==> src/rtl/lab_counter_pkg.sv <==
// rtl/lab_counter_pkg.sv - shared boundary-mode and direction constants for lab counters
package lab_counter_pkg;

    localparam int MODE_WRAP     = 0;
    localparam int MODE_SAT      = 1;
    localparam int MODE_PINGPONG = 2;

    localparam logic DIR_UP   = 1'b1;
    localparam logic DIR_DOWN = 1'b0;

endpackage

==> src/rtl/updown_next_calc.sv <==
// rtl/updown_next_calc.sv - combinational next-count, boundary-hit and reversal calculation
module updown_next_calc
    import lab_counter_pkg::*;
#(
    parameter int WIDTH   = 4,
    parameter int MIN_VAL = 0,
    parameter int MAX_VAL = 15,
    parameter int MODE    = MODE_WRAP
) (
    input  logic [WIDTH-1:0] cur_val,
    input  logic             d,
    output logic [WIDTH-1:0] next_val,
    output logic             dir_flip,
    output logic             bound_hit
);

    // One extra bit so MAX_VAL = 2^WIDTH-1 plus one cannot alias to zero.
    localparam logic [WIDTH:0] MIN_EXT = (WIDTH+1)'(MIN_VAL);
    localparam logic [WIDTH:0] MAX_EXT = (WIDTH+1)'(MAX_VAL);

    logic [WIDTH:0] cur_ext;
    logic [WIDTH:0] inc_ext;
    logic [WIDTH:0] dec_ext;
    logic [WIDTH:0] next_ext;
    logic           unused_carry;

    assign cur_ext = {1'b0, cur_val};
    assign inc_ext = cur_ext + 1'b1;
    assign dec_ext = cur_ext - 1'b1;

    // Step in direction d; at a bound apply the mode's wrap, pin or reverse rule.
    always_comb begin
        next_ext  = d ? inc_ext : dec_ext;
        dir_flip  = 1'b0;
        bound_hit = d ? (cur_ext == MAX_EXT) : (cur_ext == MIN_EXT);
        if (bound_hit) begin
            if (MODE == MODE_WRAP) begin
                next_ext = d ? MIN_EXT : MAX_EXT;
            end else if (MODE == MODE_SAT) begin
                next_ext = cur_ext;
            end else begin
                // Reverse without dwelling on the bound: MAX -> MAX-1, MIN -> MIN+1.
                next_ext = d ? dec_ext : inc_ext;
                dir_flip = 1'b1;
            end
        end
    end

    // Every path above lands inside [MIN, MAX], so the top bit is always zero.
    assign next_val     = next_ext[WIDTH-1:0];
    assign unused_carry = next_ext[WIDTH];

endmodule

==> src/rtl/param_updown_counter.sv <==
// rtl/param_updown_counter.sv - bounded up/down counter with load, wrap/saturate/ping-pong and tc pulse
module param_updown_counter
    import lab_counter_pkg::*;
#(
    parameter int WIDTH   = 4,
    parameter int MIN_VAL = 0,
    parameter int MAX_VAL = 15,
    parameter int MODE    = MODE_WRAP
) (
    input  logic             clk,
    input  logic             rst,
    input  logic             en,
    input  logic             dir,
    input  logic             load,
    input  logic [WIDTH-1:0] data,
    output logic [WIDTH-1:0] out,
    output logic             cur_dir,
    output logic             tc
);

    if (MIN_VAL < 0 || MIN_VAL >= MAX_VAL ||
        64'(MAX_VAL) > ((64'(1) << WIDTH) - 64'(1))) begin : g_bad_bounds
        $error("param_updown_counter: need 0 <= MIN_VAL < MAX_VAL <= 2^WIDTH-1");
    end
    if (MODE < MODE_WRAP || MODE > MODE_PINGPONG) begin : g_bad_mode
        $error("param_updown_counter: MODE must be 0, 1 or 2");
    end

    localparam logic [WIDTH-1:0] MIN_W   = WIDTH'(MIN_VAL);
    localparam logic [WIDTH-1:0] MAX_W   = WIDTH'(MAX_VAL);
    localparam logic [WIDTH:0]   MIN_EXT = (WIDTH+1)'(MIN_VAL);
    localparam logic [WIDTH:0]   MAX_EXT = (WIDTH+1)'(MAX_VAL);

    logic [WIDTH-1:0] out_q, out_d;
    logic             cur_dir_q, cur_dir_d;
    logic             tc_q, tc_d;

    logic             eff_dir;
    logic [WIDTH-1:0] calc_next;
    logic             calc_flip;
    logic             calc_hit;
    logic [WIDTH:0]   data_ext;
    logic [WIDTH-1:0] data_clamped;

    // Ping-pong steers from its own registered direction; the other modes follow dir.
    assign eff_dir = (MODE == MODE_PINGPONG) ? cur_dir_q : dir;

    updown_next_calc #(
        .WIDTH   (WIDTH),
        .MIN_VAL (MIN_VAL),
        .MAX_VAL (MAX_VAL),
        .MODE    (MODE)
    ) u_next_calc (
        .cur_val   (out_q),
        .d         (eff_dir),
        .next_val  (calc_next),
        .dir_flip  (calc_flip),
        .bound_hit (calc_hit)
    );

    // Clamp load data into range; the low test is written as data+1 <= MIN so it
    // stays a real compare when MIN_VAL is zero.
    always_comb begin
        data_ext     = {1'b0, data};
        data_clamped = data;
        if ((data_ext + 1'b1) <= MIN_EXT) begin
            data_clamped = MIN_W;
        end else if (data_ext > MAX_EXT) begin
            data_clamped = MAX_W;
        end
    end

    // Priority load > en > hold; tc only pulses on an enabled boundary hit.
    always_comb begin
        out_d     = out_q;
        cur_dir_d = cur_dir_q;
        tc_d      = 1'b0;
        if (load) begin
            out_d     = data_clamped;
            cur_dir_d = dir;
        end else if (en) begin
            out_d = calc_next;
            tc_d  = calc_hit;
            if (MODE == MODE_PINGPONG) begin
                cur_dir_d = cur_dir_q ^ calc_flip;
            end else begin
                cur_dir_d = dir;
            end
        end else if (MODE != MODE_PINGPONG) begin
            cur_dir_d = dir;
        end
    end

    // State registers; reset returns to MIN_VAL counting up with no pulse.
    always_ff @(posedge clk or posedge rst) begin
        if (rst) begin
            out_q     <= MIN_W;
            cur_dir_q <= DIR_UP;
            tc_q      <= 1'b0;
        end else begin
            out_q     <= out_d;
            cur_dir_q <= cur_dir_d;
            tc_q      <= tc_d;
        end
    end

    assign out     = out_q;
    assign cur_dir = cur_dir_q;
    assign tc      = tc_q;

endmodule

==> config.mk <==
export PLATFORM = sky130hd
export DESIGN_NAME = param_updown_counter
export DESIGN_NICKNAME = d
export VERILOG_FILES = /design/src/rtl/lab_counter_pkg.sv /design/src/rtl/updown_next_calc.sv /design/src/rtl/param_updown_counter.sv
export SDC_FILE = /design/constraint.sdc
export NUM_CORES = 1
export LEC_CHECK = 0
export BUFFER_PORTS_ARGS = -buffer_cell sky130_fd_sc_hd__buf_2
export CORE_AREA = 2 2 39 41
export DETAILED_ROUTE_END_ITERATION = 8
export DIE_AREA = 0 0 41 43
export SYNTH_ARGS = -nofsm -noshare
export SYNTH_HDL_FRONTEND = slang
export SYNTH_HIERARCHICAL = 1
export SYNTH_SLANG_ARGS = --single-unit
==> constraint.sdc <==
create_clock -name clk -period 1.9 [get_ports clk]
set_input_delay 0.095 -clock clk [delete_from_list [all_inputs] [get_ports clk]]
set_output_delay 0.095 -clock clk [all_outputs]
set_load 0.02 [all_outputs]
# Word level (Yosys, flattened, before mapping)

Index checks and enable logic that the tools add are counted.

Input port bits: 9
Flip-flop bits (word level): 6
Word-level logic and storage cells: 19

Reductions and logical operators: 2
Add/subtract/negate cells: 3
Order comparisons: 1
Equality and inequality tests: 1
Multiplexer cells: 9

Operators by type and width:

| cell                                                            | count |
|---|---|
| 2-to-1 mux 4 bit                                                | 6 |
| adder 4 x 1 -> 5 bit (second input constant)                    | 1 |
| less-or-equal comparator 5 x 1 -> 1 bit (second input constant) | 1 |
| logical NOT 5 bit                                               | 1 |
| adder 4 x 1 -> 4 bit (second input constant)                    | 1 |
| == test 4 bit (second input constant)                           | 1 |
| subtractor 4 x 1 -> 4 bit (second input constant)               | 1 |
| 2-to-1 mux 1 bit                                                | 3 |
| nonzero test 2 bit                                              | 1 |

# Depth between registers and ports, before layout

Gate-level depths: netlist of the first run.

Depth in word-level cells: 5
Mapped depth: 8
Gate-level depth less buffers: 8

# Hierarchy

The synthesis of the first run kept the hierarchy.

Modules (own cells, without submodules):

| module               | instances | area each (um^2) | cells an instance |
|---|---|---|---|
| param_updown_counter | 1         | 254.0            | 23 |
| updown_next_calc     | 1         | 220.2            | 29 |

# Worst setup path after synthesis of the first run

No wires, ideal clock.

Path type: reg2reg
From: register out_q[1] (netlist: out[1])
To: register out_q[3] (netlist: out[3])
Period minus slack after synthesis: 1.790 ns
Slack: 0.110 ns
Cell stages (with the launch flop): 8
Arrival: 1.667 ns
Path through: dfrtp_1 > ha_1 > a21o_1 > a21oi_4 > mux2i_1 > nor3_2 > mux2i_1 > o21ai_1

Word-level cells in the longest chain between the ends: 5
Elaborated cells between the ends (all ways): 9
Classes of those cells: 2 x add/sub; 1 x eq/ne; 5 x mux; 1 x reduce/logical

Ends and longest elaborated chain:

| element                                              | RTL line                                       | text |
|---|---|---|
| from (decl)                                          | param_updown_counter.sv:34                     | `logic [WIDTH-1:0] out_q, out_d;` |
| from (signal assigned)                               | param_updown_counter.sv:101                    | `out_q <= out_d;` |
| subtractor 4 x 1 -> 4 bit (tied with other cells)    | updown_next_calc.sv:29                         | `assign dec_ext = cur_ext - 1'b1;` |
| 2-to-1 mux 4 bit or 2-to-1 mux 1 bit (tied branches) | updown_next_calc.sv:33, updown_next_calc.sv:35 |  |
| 2-to-1 mux 4 bit (*)                                 | updown_next_calc.sv:36                         | `if (bound_hit) begin` |
| via calc_next[3]                                     | param_updown_counter.sv:39                     | `logic [WIDTH-1:0] calc_next;` |
| 2-to-1 mux 4 bit (*)                                 | param_updown_counter.sv:81                     | `end else if (en) begin` |
| 2-to-1 mux 4 bit (*)                                 | param_updown_counter.sv:78                     | `if (load) begin` |

Mark *: on every way through the listed nets, which the timed path passes. The rest lies on a longest branch. The select of a mux whose other input is x is not followed.
A chain may end at the register's enable or synchronous reset.

# Worst setup path in the final report of the first run

Same ends and word-level chain as after synthesis.

==> results.yml, run 1 <==
outcome:
  outcome: "finished clean"
clock_network:
  cts_resized: 0
  htreeDepth: 1
  numCtsBuffers: 3
  postCtsHoldBufs: 1
  clockBufferDepth: 2
  clock_latency_ns: 0.26
  cts_sinks: 6
  cts_root_buf: "clkbuf_4"
  cts_setup_buffers: 0
  tritoncts: "built"
  clk_pin_slew_ns: 0.05
global_routing:
  grt_pass1_wl_mm: 1.545
  grt_overflow_total: 0
  grt_pass1_vias: 379
  antenna_found_initial: 0
  track_usage_pct: 13.27
  grt_max_degree: 10
sta:
  hold_viol: 0
  fmax_mhz: 595.1
  grt_setup_unrepaired: "no"
  final-setup-viol-count: 0
  skew_ns: 0.007661
  maxSlewHeadroom_pct: 68.71
  timing.final.crit_share_pct: 88.45
  tns_ns: 0
  finalWorstSetupSlack_ns: 0.2195
  hold_ws_ns: 0.01086
  slew_violations: 0
  worst_pin_slew_ns: 0.4651
  period_minus_slack_ns: 1.680
route:
  drc: 0
  vias: 409
  drt_iter0_drc: 3
  drt_wl_total_um: 885
  avgRoutedWirePerCell_um: 10.41
  first_pass_iters: 2
  drtAntennaViolNets: 0
  viasPerCell: 4.812
hold_path:
  min_to: "cur_dir"
  holdPathStages: 1
  hp-start: "dir"
  min-delay-path-class: "in2reg"
setup_path:
  rr_startpoint: "out[1]"
  endpoint_kind: "flip-flop"
  reg2reg_depth: 7
  ff2ff_setup_slack_ns: 0.22
  startpoint_type: "flip-flop"
  critical_path_arrival_ns: 1.82
  path_class: "reg2reg"
  required_ns: 2.04
  worst_r2r_endpoint: "out[3]"
  path_max_fanout: 3
  critPathLaunch: "out[1]"
synthesis:
  yosys_warnings: 6
  syn_avg_cell_area_um2: 9.259
  synth_cells: 50
  syn_nets: 62
  synth_area_um2: 462.9
floorplan:
  core_mm2: 0.001384
  die_y_um: 43
  ioPinCount: 15
  die_area_mm2: 0.001763
  start_util_pct: 33.45
  die_w_um: 41
  fp-row-count: 14
cells_and_area:
  final_cell_mix: "buf_2 (14), nand2_1 (11), mux2i_1 (5), inv_1 (5), dfrtp_1 (5)"
  nets: 82
  final_cell_count_no_fill: 85
  n_antenna_cell: 0
  syn_to_final_growth_pct: 27.03
  utilization_pct: 42.50
  layout_commonest_cell: "buf_2"
  drive_gt1_share_pct: 34.78
  post-route-cell-area_um2: 588.1
power_and_ir_drop:
  power.density_mw_per_mm2: 854.5
  p_leak_nw: 0.3132
  vdd_ir_drop_max_mv: 0.3542
  power_mw: 0.5025
place:
  placed_cell_area_um2: 551.8
  gp_congestion: 0.7359
  hpwl_um: 746.5
  dpl.cell_count: 80
  io_buffers: 14
  place_ws_ns: 0.1992
run:
  maxCapViolCount: 0
## critical path, stage by stage (launching register included)
cell,delay (ns)
dfrtp_1,0.38
ha_1,0.29
a21o_1,0.19
a21oi_4,0.21
mux2i_1,0.24
nor3_2,0.06
mux2i_1,0.14
o21ai_1,0.07
## registers in the layout (all words and copies together), names as in the netlist
name,cells
cur_dir,1
tc,1
out,4
## how the worst max path moves through the flow
stage	slack, ns	to	cells after the start
2_1_floorplan	0.11	out[3]	7
3_3_place_gp	0.22	out[3]	7
3_5_place_dp	0.20	out[3]	7
4_1_cts	0.20	out[3]	7
5_1_grt	0.08	out[3]	7
6_report	0.22	out[3]	7
## routing by layer
metal / share of wire [%] / track usage (%) / vias up
met5: 0 / 0 / -
met4: 1.9 / 8.000 / 0
met3: 5.1 / 4.712 / 3
met2: 53 / 22.19 / 10
met1: 40 / 12.90 / 187
li1: - / - / 209
## power by group
group	internal [mW]	total, mW	leakage (nW)	switching, mW
combinational	0.0917	0.208	0.226	0.116
clock	0.0801	0.135	0.0150	0.0545
sequential	0.143	0.160	0.0721	0.0165
## cell type report
type	count	area, µm²
well taps	16	20.02
fillers	149	795.8
multi-input cells	37	276.5
inverters	5	18.77
clock buffers	4	26.28
repair buffers	17	95.09
flip-flops and latches	6	151.4
No activity file was read; power rests on OpenSTA's default activity.
==> inputs of run 2 (changes only) <==
- BUFFER_PORTS_ARGS: -buffer_cell sky130_fd_sc_hd__buf_2 -> -buffer_cell sky130_fd_sc_hd__buf_4
==> run 2 against run 1 <==
Against the previous run:
- largest power group unchanged
- via count up 2.2%
- register-to-register slack barely moved
- sequential share of layout area fell by 1.8 points
- clock skew shrank 0.0026 ns
- combinational power increased by 9%
- maximum frequency up 0.24%
- final cell count grew 1.2%
- die area did not move
==> results.yml, run 2 (same netlist as run 1, synthesis figures left out) <==
outcome:
  outcome: "finished clean"
sta:
  worst_pin_slew_ns: 0.4323
  period_minus_slack_ns: 1.677
  tns_ns: 0
  timing.final.crit_share_pct: 88.24
  skew_ns: 0.005069
  finalWorstSetupSlack_ns: 0.2235
  fmax_mhz: 596.5
  final-setup-viol-count: 0
  grt_setup_unrepaired: "no"
  maxSlewHeadroom_pct: 70.92
  hold_viol: 0
  slew_violations: 0
power_and_ir_drop:
  power_frac_comb_pct: 43.1
  power.density_mw_per_mm2: 833.3
  p_leak_nw: 0.3282
  p_seq_share_pct: 30.3
  clkPwrFrac_pct: 26.7
  switching_share_pct: 37.41
  switchingPower_mw: 0.1974
  p_int_mw: 0.3302
  vdd_ir_drop_max_mv: 0.2429
route:
  drt_iter0_drc: 2
  drc: 0
  drt_wl_total_mm: 1.015
  viasPerCell: 4.860
  first_pass_iters: 3
  drtAntennaViolNets: 0
  avgRoutedWirePerCell_um: 11.80
  vias: 418
run:
  maxCapViolCount: 0
clock_network:
  clk_pin_slew_ns: 0.06
  tritoncts: "built"
  cts_sinks: 6
  clock_latency_ns: 0.26
  cts_resized: 0
  numCtsBuffers: 3
  cts_setup_buffers: 0
  htreeDepth: 1
  clockBufferDepth: 2
  postCtsHoldBufs: 2
  cts_root_buf: "clkbuf_4"
floorplan:
  die_y_um: 43
  start_util_pct: 33.45
  ioPinCount: 15
  fp-row-count: 14
  die_w_um: 41
  die_area_mm2: 0.001763
  core_mm2: 0.001384
cells_and_area:
  drive_gt1_share_pct: 34.29
  nets: 83
  n_antenna_cell: 0
  largest_reg_flops: 4
  syn_to_final_growth_pct: 36.76
  layout_commonest_cell: "buf_4"
  final_cell_mix: "buf_4 (16), nand2_1 (11), mux2i_1 (5), inv_1 (5), dfrtp_1 (5)"
  n_fill_cell: 128
global_routing:
  grt_overflow_total: 0
  grt_pass1_vias: 381
  grt_max_degree: 10
  track_usage_pct: 14.50
  antenna_found_initial: 0
  grt_pass1_wl_mm: 1.669
setup_path:
  rr_startpoint: "out[1]"
  critical_path_arrival_ns: 1.82
  crit_top_cell: "mux2i_1"
  path_max_fanout: 3
  max_stage_delay_ns: 0.38
  reg2reg_depth: 7
  worst_r2r_endpoint: "out[3]"
  cp_slowest_cell: "dfrtp_1"
  startpoint_type: "flip-flop"
  required_ns: 2.04
  ff2ff_setup_slack_ns: 0.22
  path_class: "reg2reg"
  crit_chain: "ha_1 > a21o_1 > a21oi_4 > mux2i_1 > nor3_2 > mux2i_1 > o21ai_1"
  endpoint_kind: "flip-flop"
hold_path:
  min_to: "out[0]"
  holdPathStages: 3
  hp-start: "data[0]"
  min-delay-path-class: "in2reg"
place:
  io_buffers: 14
  place_ws_ns: 0.2201
  gp_congestion: 0.7422
  hpwl_um: 768.4
run 2: cell types whose count changed in the layout (fill, tap and decap cells not counted), sizes merged:
cell	before	now
dlygate4sd3	1	2
run 2: cell type report:
class | instances | area (µm²) | area share, %
multi-input combinational | 37 | 276.5 | 43.68
inverter | 5 | 18.77 | 2.964
tap | 16 | 20.02 | 3.162
clock buffer | 4 | 26.28 | 4.150
timing repair buffer | 18 | 140.1 | 22.13
sequential | 6 | 151.4 | 23.91
run 2: per-stage QoR:
step	hold WS (ns)	power [mW]	cell area (µm²)	instances	util, %
5_1_grt	0.06959	0.5629	633.1	86	45.75
4_1_cts	0.04695	0.5322	633.1	86	45.75
3_3_place_gp	0.03729	0.3835	586.8	80	42.41
6_report	0.04485	0.5275	633.1	86	45.75
2_1_floorplan	-0.1148	0.3162	462.9	50	-
3_5_place_dp	0.03800	0.3876	586.8	80	42.41
run 2: worst max path at each step:
stage	from	end
4_1_cts	out[1]	out[3]
5_1_grt	out[0]	out[2]
2_1_floorplan	out[1]	out[3]
3_3_place_gp	out[1]	out[3]
3_5_place_dp	out[1]	out[3]
6_report	out[1]	out[3]
run 2: critical path: cells and delay by family, from the launching register on:
kind	cells	cell delay [ns]
AO/OA/AOI/OAI	3	0.46
multiplexers	2	0.38
AND/OR/NAND/NOR	1	0.06
flip-flops	1	0.38
adder cells (fa/ha/maj)	1	0.29
run 2: power by group through the flow:
stage	Clock, mW	Combinational [mW]	Sequential, mW
finish	0.141	0.227	0.160
CTS	0.143	0.229	0.160
detailed placement	0	0.225	0.162
global placement	0	0.221	0.162
global route	0.150	0.249	0.164
floorplan	0	0.130	0.186
run 2: routing by layer:
metal	track usage, %	wire, µm
met5	0	0
met4	12.00	43
met1	17.21	429
met2	20.94	499
met3	3.141	42
